File: config.mk
export PLATFORM = sky130hd
export DESIGN_NAME = l1_ins_miss_handler_flat
export DESIGN_NICKNAME = d
export VERILOG_FILES = /design/src/rtl/l1_ins_miss_handler_pkg.sv /design/src/rtl/l1_ins_miss_handler_if.sv /design/src/rtl/l1_ins_miss_handler_lru.sv /design/src/rtl/l1_ins_miss_handler.sv /design/src/flat_wrapper.sv
export SDC_FILE = /design/constraint.sdc
export NUM_CORES = 2
export LEC_CHECK = 0
export ABC_AREA = 1
export ABC_CLOCK_PERIOD_IN_PS = 2200
export BUFFER_PORTS_ARGS = -buffer_cell sky130_fd_sc_hd__buf_4
export CAP_MARGIN = 20
export CORE_AREA = 2 2 445 447
export DETAILED_ROUTE_END_ITERATION = 8
export DIE_AREA = 0 0 447 449
export SYNTH_ARGS = -nofsm -noshare
export SYNTH_HDL_FRONTEND = slang
export SYNTH_SLANG_ARGS = --single-unit
File: constraint.sdc
create_clock -name CLK -period 2.2 [get_ports CLK]
set_input_delay 0.33 -clock CLK [delete_from_list [all_inputs] [get_ports CLK]]
set_output_delay 0.33 -clock CLK [all_outputs]
set_load 0.005 [all_outputs]
File: src/rtl/l1_ins_miss_handler_pkg.sv
// Shared widths, helpers and FSM encoding for the L1 instruction miss handler.
// Default geometry: 32-bit addresses, 512 x 2-way lines of 16 x 4-byte words.
package l1_ins_miss_handler_pkg;

    function automatic int clog2(input int value);
        int r;
        r = 0;
        while ((1 << r) < value) r++;
        return r;
    endfunction

    localparam int ADDRESS_WIDTH_DEF  = 32;
    localparam int MEMORY_DEPTH_DEF   = 512;
    localparam int WORD_SIZE_DEF      = 4;
    localparam int WORD_PER_BLOCK_DEF = 16;
    localparam int BLOCK_WIDTH_DEF    = WORD_SIZE_DEF * WORD_PER_BLOCK_DEF * 8;

    localparam int BYTE_SELECT = clog2(WORD_SIZE_DEF);
    localparam int WORD_SELECT = clog2(WORD_PER_BLOCK_DEF);
    localparam int LINE_SELECT = clog2(MEMORY_DEPTH_DEF);
    localparam int TAG_WIDTH   =
        ADDRESS_WIDTH_DEF - (LINE_SELECT + WORD_SELECT + BYTE_SELECT);

    typedef enum logic [1:0] {
        S_IDLE,
        S_SEND_ADDR,
        S_WAIT_DATA,
        S_WRITE
    } state_t;

endpackage

File: src/rtl/l1_ins_miss_handler_if.sv
// L2 refill channel: address request out, line response back.
// master = miss handler side, slave = L2 side.
interface l1_ins_miss_handler_if
    import l1_ins_miss_handler_pkg::*;
#(
    parameter int ADDRESS_WIDTH = ADDRESS_WIDTH_DEF,
    parameter int BLOCK_WIDTH   = BLOCK_WIDTH_DEF
);
    logic                     ADDRESS_TO_L2_READY_INS;
    logic                     ADDRESS_TO_L2_VALID_INS;
    logic [ADDRESS_WIDTH-3:0] ADDRESS_TO_L2_INS;
    logic                     DATA_FROM_L2_READY_INS;
    logic                     DATA_FROM_L2_VALID_INS;
    logic [BLOCK_WIDTH-1:0]   DATA_FROM_L2_INS;

    modport master (
        input  ADDRESS_TO_L2_READY_INS,
        output ADDRESS_TO_L2_VALID_INS,
        output ADDRESS_TO_L2_INS,
        output DATA_FROM_L2_READY_INS,
        input  DATA_FROM_L2_VALID_INS,
        input  DATA_FROM_L2_INS
    );

    modport slave (
        output ADDRESS_TO_L2_READY_INS,
        input  ADDRESS_TO_L2_VALID_INS,
        input  ADDRESS_TO_L2_INS,
        input  DATA_FROM_L2_READY_INS,
        output DATA_FROM_L2_VALID_INS,
        output DATA_FROM_L2_INS
    );
endinterface

File: src/rtl/l1_ins_miss_handler_lru.sv
// One LRU bit per line: 0 means bank 0 is the next victim.
// Async read for the lookup, one sync write port, sync clear.
module lru_bit_array
    import l1_ins_miss_handler_pkg::*;
#(
    parameter int DEPTH = 1 << LINE_SELECT,
    parameter int AW    = clog2(DEPTH)
)(
    input  logic          clk,
    input  logic          rst,
    input  logic [AW-1:0] rd_addr,
    output logic          rd_data,
    input  logic          we,
    input  logic [AW-1:0] wr_addr,
    input  logic          wr_data
);
    logic [DEPTH-1:0] bits;

    always_ff @(posedge clk) begin
        if (rst) begin
            bits <= '0;
        end else if (we) begin
            bits[wr_addr] <= wr_data;
        end
    end

    assign rd_data = bits[rd_addr];
endmodule

File: src/rtl/l1_ins_miss_handler.sv
// Two-way L1 instruction cache miss handler: stalls fetch, requests the
// line from L2, and writes it into the LRU victim bank.
module l1_ins_miss_handler
    import l1_ins_miss_handler_pkg::*;
#(
    parameter int ADDRESS_WIDTH  = TAG_WIDTH + LINE_SELECT + WORD_SELECT + BYTE_SELECT,
    parameter int BLOCK_WIDTH    = BLOCK_WIDTH_DEF,
    parameter int MEMORY_DEPTH   = 1 << LINE_SELECT,
    parameter int WORD_SIZE      = 1 << BYTE_SELECT,
    parameter int WORD_PER_BLOCK = 1 << WORD_SELECT,
    localparam int BYTE_W = clog2(WORD_SIZE),
    localparam int WORD_W = clog2(WORD_PER_BLOCK),
    localparam int LINE_W = clog2(MEMORY_DEPTH),
    localparam int TAG_W  = ADDRESS_WIDTH - (LINE_W + WORD_W + BYTE_W)
)(
    input  logic                     CLK,
    input  logic                     RST,
    input  logic                     VALID_IF3,
    input  logic [ADDRESS_WIDTH-1:0] PC_IF3,
    input  logic                     HIT_BANK_0,
    input  logic                     HIT_BANK_1,
    output logic                     STALL_IF,
    l1_ins_miss_handler_if.master    l2,
    output logic                     REFILL_WE_BANK_0,
    output logic                     REFILL_WE_BANK_1,
    output logic [LINE_W-1:0]        REFILL_LINE,
    output logic [TAG_W-1:0]         REFILL_TAG,
    output logic [BLOCK_WIDTH-1:0]   REFILL_DATA,
    output logic [31:0]              MISS_COUNT
);
    localparam int PAD = BYTE_W + WORD_W - 2;

    state_t                   state;
    logic [TAG_W+LINE_W-1:0]  pc_q;
    logic                     victim_q;
    logic                     addr_valid_q;
    logic                     data_ready_q;

    logic                     miss;
    logic                     hit;
    logic [LINE_W-1:0]        pc_line;
    logic                     lru_rd;
    logic                     lru_we;
    logic [LINE_W-1:0]        lru_wa;
    logic                     lru_wd;
    logic                     unused_pc;

    assign pc_line   = PC_IF3[BYTE_W+WORD_W +: LINE_W];
    assign miss      = VALID_IF3 & ~HIT_BANK_0 & ~HIT_BANK_1;
    assign hit       = VALID_IF3 & (HIT_BANK_0 | HIT_BANK_1);
    assign unused_pc = ^PC_IF3[BYTE_W+WORD_W-1:0];

    assign STALL_IF = ~RST & ((state != S_IDLE) | (state == S_IDLE & miss));

    assign l2.ADDRESS_TO_L2_VALID_INS = addr_valid_q;
    assign l2.ADDRESS_TO_L2_INS       = {pc_q, PAD'(0)};
    assign l2.DATA_FROM_L2_READY_INS  = data_ready_q;

    assign REFILL_LINE = pc_q[LINE_W-1:0];
    assign REFILL_TAG  = pc_q[LINE_W +: TAG_W];

    // Hit in bank 0 (including a double hit) makes bank 1 the next victim.
    always_comb begin
        lru_we = 1'b0;
        lru_wa = pc_line;
        lru_wd = HIT_BANK_0;
        if (state == S_WRITE) begin
            lru_we = 1'b1;
            lru_wa = REFILL_LINE;
            lru_wd = ~victim_q;
        end else if (state == S_IDLE && hit) begin
            lru_we = 1'b1;
        end
    end

    lru_bit_array #(
        .DEPTH (MEMORY_DEPTH),
        .AW    (LINE_W)
    ) u_lru (
        .clk     (CLK),
        .rst     (RST),
        .rd_addr (pc_line),
        .rd_data (lru_rd),
        .we      (lru_we),
        .wr_addr (lru_wa),
        .wr_data (lru_wd)
    );

    always_ff @(posedge CLK) begin
        if (RST) begin
            state            <= S_IDLE;
            pc_q             <= '0;
            victim_q         <= 1'b0;
            addr_valid_q     <= 1'b0;
            data_ready_q     <= 1'b0;
            REFILL_WE_BANK_0 <= 1'b0;
            REFILL_WE_BANK_1 <= 1'b0;
            REFILL_DATA      <= '0;
            MISS_COUNT       <= '0;
        end else begin
            unique case (state)
                S_IDLE: begin
                    if (miss) begin
                        state        <= S_SEND_ADDR;
                        pc_q         <= PC_IF3[ADDRESS_WIDTH-1:BYTE_W+WORD_W];
                        victim_q     <= lru_rd;
                        addr_valid_q <= 1'b1;
                        if (MISS_COUNT != '1) begin
                            MISS_COUNT <= MISS_COUNT + 32'd1;
                        end
                    end
                end
                S_SEND_ADDR: begin
                    if (l2.ADDRESS_TO_L2_READY_INS) begin
                        state        <= S_WAIT_DATA;
                        addr_valid_q <= 1'b0;
                        data_ready_q <= 1'b1;
                    end
                end
                S_WAIT_DATA: begin
                    if (l2.DATA_FROM_L2_VALID_INS) begin
                        state            <= S_WRITE;
                        data_ready_q     <= 1'b0;
                        REFILL_DATA      <= l2.DATA_FROM_L2_INS;
                        REFILL_WE_BANK_0 <= ~victim_q;
                        REFILL_WE_BANK_1 <= victim_q;
                    end
                end
                S_WRITE: begin
                    state            <= S_IDLE;
                    REFILL_WE_BANK_0 <= 1'b0;
                    REFILL_WE_BANK_1 <= 1'b0;
                end
                default: state <= S_IDLE;
            endcase
        end
    end
endmodule
File: src/flat_wrapper.sv
// flat-port wrapper written by rule: the top's interface ports become plain ports
module l1_ins_miss_handler_flat import l1_ins_miss_handler_pkg::*;
#(
    parameter int ADDRESS_WIDTH  = TAG_WIDTH + LINE_SELECT + WORD_SELECT + BYTE_SELECT,
    parameter int BLOCK_WIDTH    = BLOCK_WIDTH_DEF,
    parameter int MEMORY_DEPTH   = 1 << LINE_SELECT,
    parameter int WORD_SIZE      = 1 << BYTE_SELECT,
    parameter int WORD_PER_BLOCK = 1 << WORD_SELECT,
    localparam int BYTE_W = clog2(WORD_SIZE),
    localparam int WORD_W = clog2(WORD_PER_BLOCK),
    localparam int LINE_W = clog2(MEMORY_DEPTH),
    localparam int TAG_W  = ADDRESS_WIDTH - (LINE_W + WORD_W + BYTE_W)
)
  (CLK, RST, VALID_IF3, PC_IF3, HIT_BANK_0, HIT_BANK_1, STALL_IF, REFILL_WE_BANK_0, REFILL_WE_BANK_1, REFILL_LINE, REFILL_TAG, REFILL_DATA, MISS_COUNT, l2_ADDRESS_TO_L2_READY_INS, l2_ADDRESS_TO_L2_VALID_INS, l2_ADDRESS_TO_L2_INS, l2_DATA_FROM_L2_READY_INS, l2_DATA_FROM_L2_VALID_INS, l2_DATA_FROM_L2_INS);
  l1_ins_miss_handler_if #(.ADDRESS_WIDTH(ADDRESS_WIDTH), .BLOCK_WIDTH(BLOCK_WIDTH)) l2_i ();
  input  logic CLK;
  input  logic RST;
  input  logic VALID_IF3;
  input  logic [ADDRESS_WIDTH-1:0] PC_IF3;
  input  logic HIT_BANK_0;
  input  logic HIT_BANK_1;
  output logic STALL_IF;
  output logic REFILL_WE_BANK_0;
  output logic REFILL_WE_BANK_1;
  output logic [LINE_W-1:0] REFILL_LINE;
  output logic [TAG_W-1:0] REFILL_TAG;
  output logic [BLOCK_WIDTH-1:0] REFILL_DATA;
  output logic [31:0] MISS_COUNT;
  input wire logic [$bits(l2_i.ADDRESS_TO_L2_READY_INS)-1:0] l2_ADDRESS_TO_L2_READY_INS;
  output wire logic [$bits(l2_i.ADDRESS_TO_L2_VALID_INS)-1:0] l2_ADDRESS_TO_L2_VALID_INS;
  output wire logic [$bits(l2_i.ADDRESS_TO_L2_INS)-1:0] l2_ADDRESS_TO_L2_INS;
  output wire logic [$bits(l2_i.DATA_FROM_L2_READY_INS)-1:0] l2_DATA_FROM_L2_READY_INS;
  input wire logic [$bits(l2_i.DATA_FROM_L2_VALID_INS)-1:0] l2_DATA_FROM_L2_VALID_INS;
  input wire logic [$bits(l2_i.DATA_FROM_L2_INS)-1:0] l2_DATA_FROM_L2_INS;
  assign l2_i.ADDRESS_TO_L2_READY_INS = l2_ADDRESS_TO_L2_READY_INS;
  assign l2_ADDRESS_TO_L2_VALID_INS = l2_i.ADDRESS_TO_L2_VALID_INS;
  assign l2_ADDRESS_TO_L2_INS = l2_i.ADDRESS_TO_L2_INS;
  assign l2_DATA_FROM_L2_READY_INS = l2_i.DATA_FROM_L2_READY_INS;
  assign l2_i.DATA_FROM_L2_VALID_INS = l2_DATA_FROM_L2_VALID_INS;
  assign l2_i.DATA_FROM_L2_INS = l2_DATA_FROM_L2_INS;
  l1_ins_miss_handler #(.ADDRESS_WIDTH(ADDRESS_WIDTH), .BLOCK_WIDTH(BLOCK_WIDTH), .MEMORY_DEPTH(MEMORY_DEPTH), .WORD_SIZE(WORD_SIZE), .WORD_PER_BLOCK(WORD_PER_BLOCK)) u_core (.CLK(CLK), .RST(RST), .VALID_IF3(VALID_IF3), .PC_IF3(PC_IF3), .HIT_BANK_0(HIT_BANK_0), .HIT_BANK_1(HIT_BANK_1), .STALL_IF(STALL_IF), .l2(l2_i), .REFILL_WE_BANK_0(REFILL_WE_BANK_0), .REFILL_WE_BANK_1(REFILL_WE_BANK_1), .REFILL_LINE(REFILL_LINE), .REFILL_TAG(REFILL_TAG), .REFILL_DATA(REFILL_DATA), .MISS_COUNT(MISS_COUNT));
endmodule
==> impl_metrics.tcl <==
set metrics [dict create \
    io_buffers 1145 \
    p_total_mw 65.5 \
    grt_pass1_wl_um 433000 \
    die_h_um 449 \
    peakVddDrop_mv 0.870 \
    drt-wirelength-per-cell_um 30.2 \
    worst_slew_pin_slew_ns 0.779 \
    fin_crit_sh 1.06 \
    p_comb_frac 0.297 \
    pre_cts_ws_ns -0.335 \
    clkLatencyLatePin_ns 0.82 \
    ant_nets 0 \
    final_cells 11000 \
    drive_gt1_frac 0.309 \
    setup_ws_ns -0.134 \
    start_kind "flip-flop" \
    grt_pass1_vias 51300 \
    ys_warn_count 0 \
    viasPerCell 5.15 \
    cts_root_buffer "clkbuf_16" \
    p_leak_nw 29.7 \
    swShare 0.350 \
    finClkSkew_ns 0.0310 \
    critical_path_class "reg2reg" \
    dpl.hpwl_um 243000 \
    drt_wl_total_um 331000 \
    fmax_ghz 0.428 \
    pwr-share-seq 0.354 \
    p_sw_mw 22.9 \
    die_w_um 447 \
    vias 56600 \
    grt_max_degree 129 \
    path_max_fanout 5 \
    start_util 0.234 \
    gp_congestion 1.04 \
    synth_seq_cells 1089 \
    dp.cells 10100 \
    gr-total-overflow 0 \
    core_sq_um 196000 \
    max_cap_violations 0 \
    hold_violations 0 \
    htreeDepth 4 \
    outcome "finished, violations left" \
    fin_crit_ns 2.33 \
    drc 0 \
    antenna_found_initial 90 \
    clockPowerShare 0.349 \
    nets 8745 \
    synth_seq_area_share 0.475 \
    hold_path_class "in2reg" \
    synthCells 6297 \
    violations "negative setup slack" \
    rsz0062_at_grt "true" \
    setup_viol 435 \
    num_io_pins 1156 \
    p_int_mw 42.6 \
    clock_sinks 1089 \
    critPathCaptureType "flip-flop" \
    dr.pass1.iters 6 \
    track_usage 0.308 \
    syn_area_per_cell_sq_um 7.29 \
    ys_types 37 \
    critPathArrivalTime_ns 3.04 \
    maxSlewHeadroom 0.475 \
    powerDensity_nw_per_um2 864 \
    num_rows 163 \
    syn_to_final_growth_pct 65.3 \
    numCtsBuffers 134 \
    drt-initial-drc-count 7078 \
    synth_area_sq_um 45900 \
    cts_tree "done" \
    clk_pin_slew_ns 0.06 \
    cts_buffer_depth 3 \
    cp.required_ns 2.90 \
    die-area_sq_um 201000 \
    slew_violations 0 \
]
-- per-layer routing --
metal | wire length, um | track usage | vias up
li1 | - | - | 25100
met1 | 136000 | 0.408 | 27100
met2 | 141000 | 0.467 | 3481
met3 | 31900 | 0.0714 | 801
met4 | 21800 | 0.156 | 36
met5 | 233 | 0 | -
-- worst max-delay path, cell delays in order, from the launching register on --
cell and delay, ns:
dfxtp_2 0.33, buf_4 0.15, inv_4 0.06, ha_4 0.14, nand2_4 0.06, inv_4 0.05
a21oi_4 0.08, buf_6 0.13, nor3_4 0.21, inv_4 0.08, buf_4 0.15, nor2_4 0.20
buf_8 0.19, buf_12 0.16, a21oi_1 0.07, nor3_1 0.16
-- through the flow --
step	utilization	TNS (ns)	area, sq um	hold slack [ns]
6_report	0.387	-20.81	75800	0.0195
5_1_grt	0.386	-58.79	75800	0.0174
4_1_cts	0.371	-0.945	72800	0.00110
3_5_place_dp	0.312	-65.27	61100	0.455
3_3_place_gp	0.312	-58.61	61100	0.454
2_1_floorplan	-	0	45900	0.450
-- final timing paths --
kind	from	endpoint	slack, ns	cells past startpoint
setup / recovery	u_core.state[0]	u_core.u_lru.bits[91]	-0.13	15
hold / removal	l2_DATA_FROM_L2_INS[451]	u_core.REFILL_DATA[451]	0.02	3
setup reg to reg	u_core.state[0]	u_core.u_lru.bits[91]	-0.13	15
hold reg to reg	u_core.REFILL_WE_BANK_1	u_core.REFILL_WE_BANK_1	0.46	2
-- state kept, by name, indices dropped and copies added, names as in the netlist --
signal / cells
u_core.REFILL_DATA: 512
u_core.u_lru.bits: 512
u_core.MISS_COUNT: 32
u_core.pc_q: 26
u_core.state: 2
u_core.REFILL_WE_BANK_0: 1
u_core.REFILL_WE_BANK_1: 1
u_core.l2.ADDRESS_TO_L2_VALID_INS: 1
u_core.l2.DATA_FROM_L2_READY_INS: 1
u_core.victim_q: 1
-- timing repair --
item,4_1_cts,5_1_grt
hold buffers,510,0
hold endpoints to repair,512,0
gates cloned,22,20
resized for setup,330,514
pin swaps,54,151
setup endpoints to repair,538,577
setup buffers,43,46
-- power groups by stage --
stage	registers [mW]	logic (mW)	clock network, mW
final	23.2	19.5	22.8
after global routing	23.4	20.1	23.8
after CTS	23.1	18.3	23.1
after detailed placement	23.5	16.7	0
after global placement	23.4	16.7	0
after floorplan	23.4	5.58	0
-- cells by family (layout without fill, tap and decap cells) --
| logic type | count (synthesis) | count (layout) | share of synthesized area |
|---|---|---|---|
| DFF | 1089 | 1089 | 0.475 |
| other | 1 | 48 | 0.0000817 |
| adders and majority gates | 5 | 5 | 0.00136 |
| buffers and inverters | 734 | 2725 | 0.0689 |
| and+or+nand+nor | 3211 | 3211 | 0.316 |
| AOI/OAI and AO/OA | 1257 | 1257 | 0.138 |
-- layout by cell type (no fill, tap or decap), drive strengths merged --
cell / synthesis / routed
inv: 133 / 134
o21ai: 701 / 701
nand4: 3 / 3
nor4: 5 / 5
or2: 8 / 8
buf: 197 / 1819
o221a: 1 / 1
diode: 0 / 44
nand3: 626 / 626
conb: 1 / 4
clkinvlp: 0 / 6
a211oi: 3 / 3
nand3b: 2 / 2
clkinv: 4 / 43
dlygate4sd3: 0 / 510
a31oi: 1 / 1
a21oi: 549 / 549
ha: 5 / 5
nor3: 782 / 782
nor3b: 3 / 3
dfxtp: 1089 / 1089
bufbuf: 0 / 1
clkbuf: 400 / 203
o21a: 2 / 2
bufinv: 0 / 9
nand2: 616 / 616
nor2: 1166 / 1166
-- cell usage after synthesis --
cell	instances	area (sq um)
nand3_2	3	30.0
inv_4	7	43.8
o21ai_0	631	3160
nor3_1	782	3910
inv_1	69	259
nor4_1	5	31.3
inv_6	4	35.0
nor2_2	17	106
nor2_4	12	135
o21ai_2	6	52.6
buf_4	65	488
a31oi_1	1	6.26
nand3b_1	2	15.0
o221a_2	1	11.3
dfxtp_1	1089	21800
buf_1	39	146
nor2_8	29	581
nand2_4	2	22.5
o21ai_1	63	315
a21oi_1	549	2750
nor2_1	1108	4160
or2_0	1	6.26
or2_1	7	43.8
o21a_1	2	15.0
clkbuf_1	400	1500
nand2_1	614	2300
buf_6	1	11.3
nand3_1	623	3120
nor3b_1	3	22.5
buf_2	92	460
clkinv_1	4	15.0
o21ai_4	1	16.3
inv_2	53	199
nand4_1	3	18.8
ha_1	5	62.6
a211oi_1	3	22.5
conb_1	1	3.75
-- layout make-up --
cell class              instances  area, sq um
flip-flops and latches       1089        21800
diodes                         44          110
clock buffers                 185         3810
inverters                     137          841
fillers                     19800       120000
repair inverters                2         15.0
repair buffers               2348        22200
well taps                    2640         3300
clock inverters                53          649
multi-input cells            4477        23100
No activity file was read; power rests on OpenSTA's default activity.
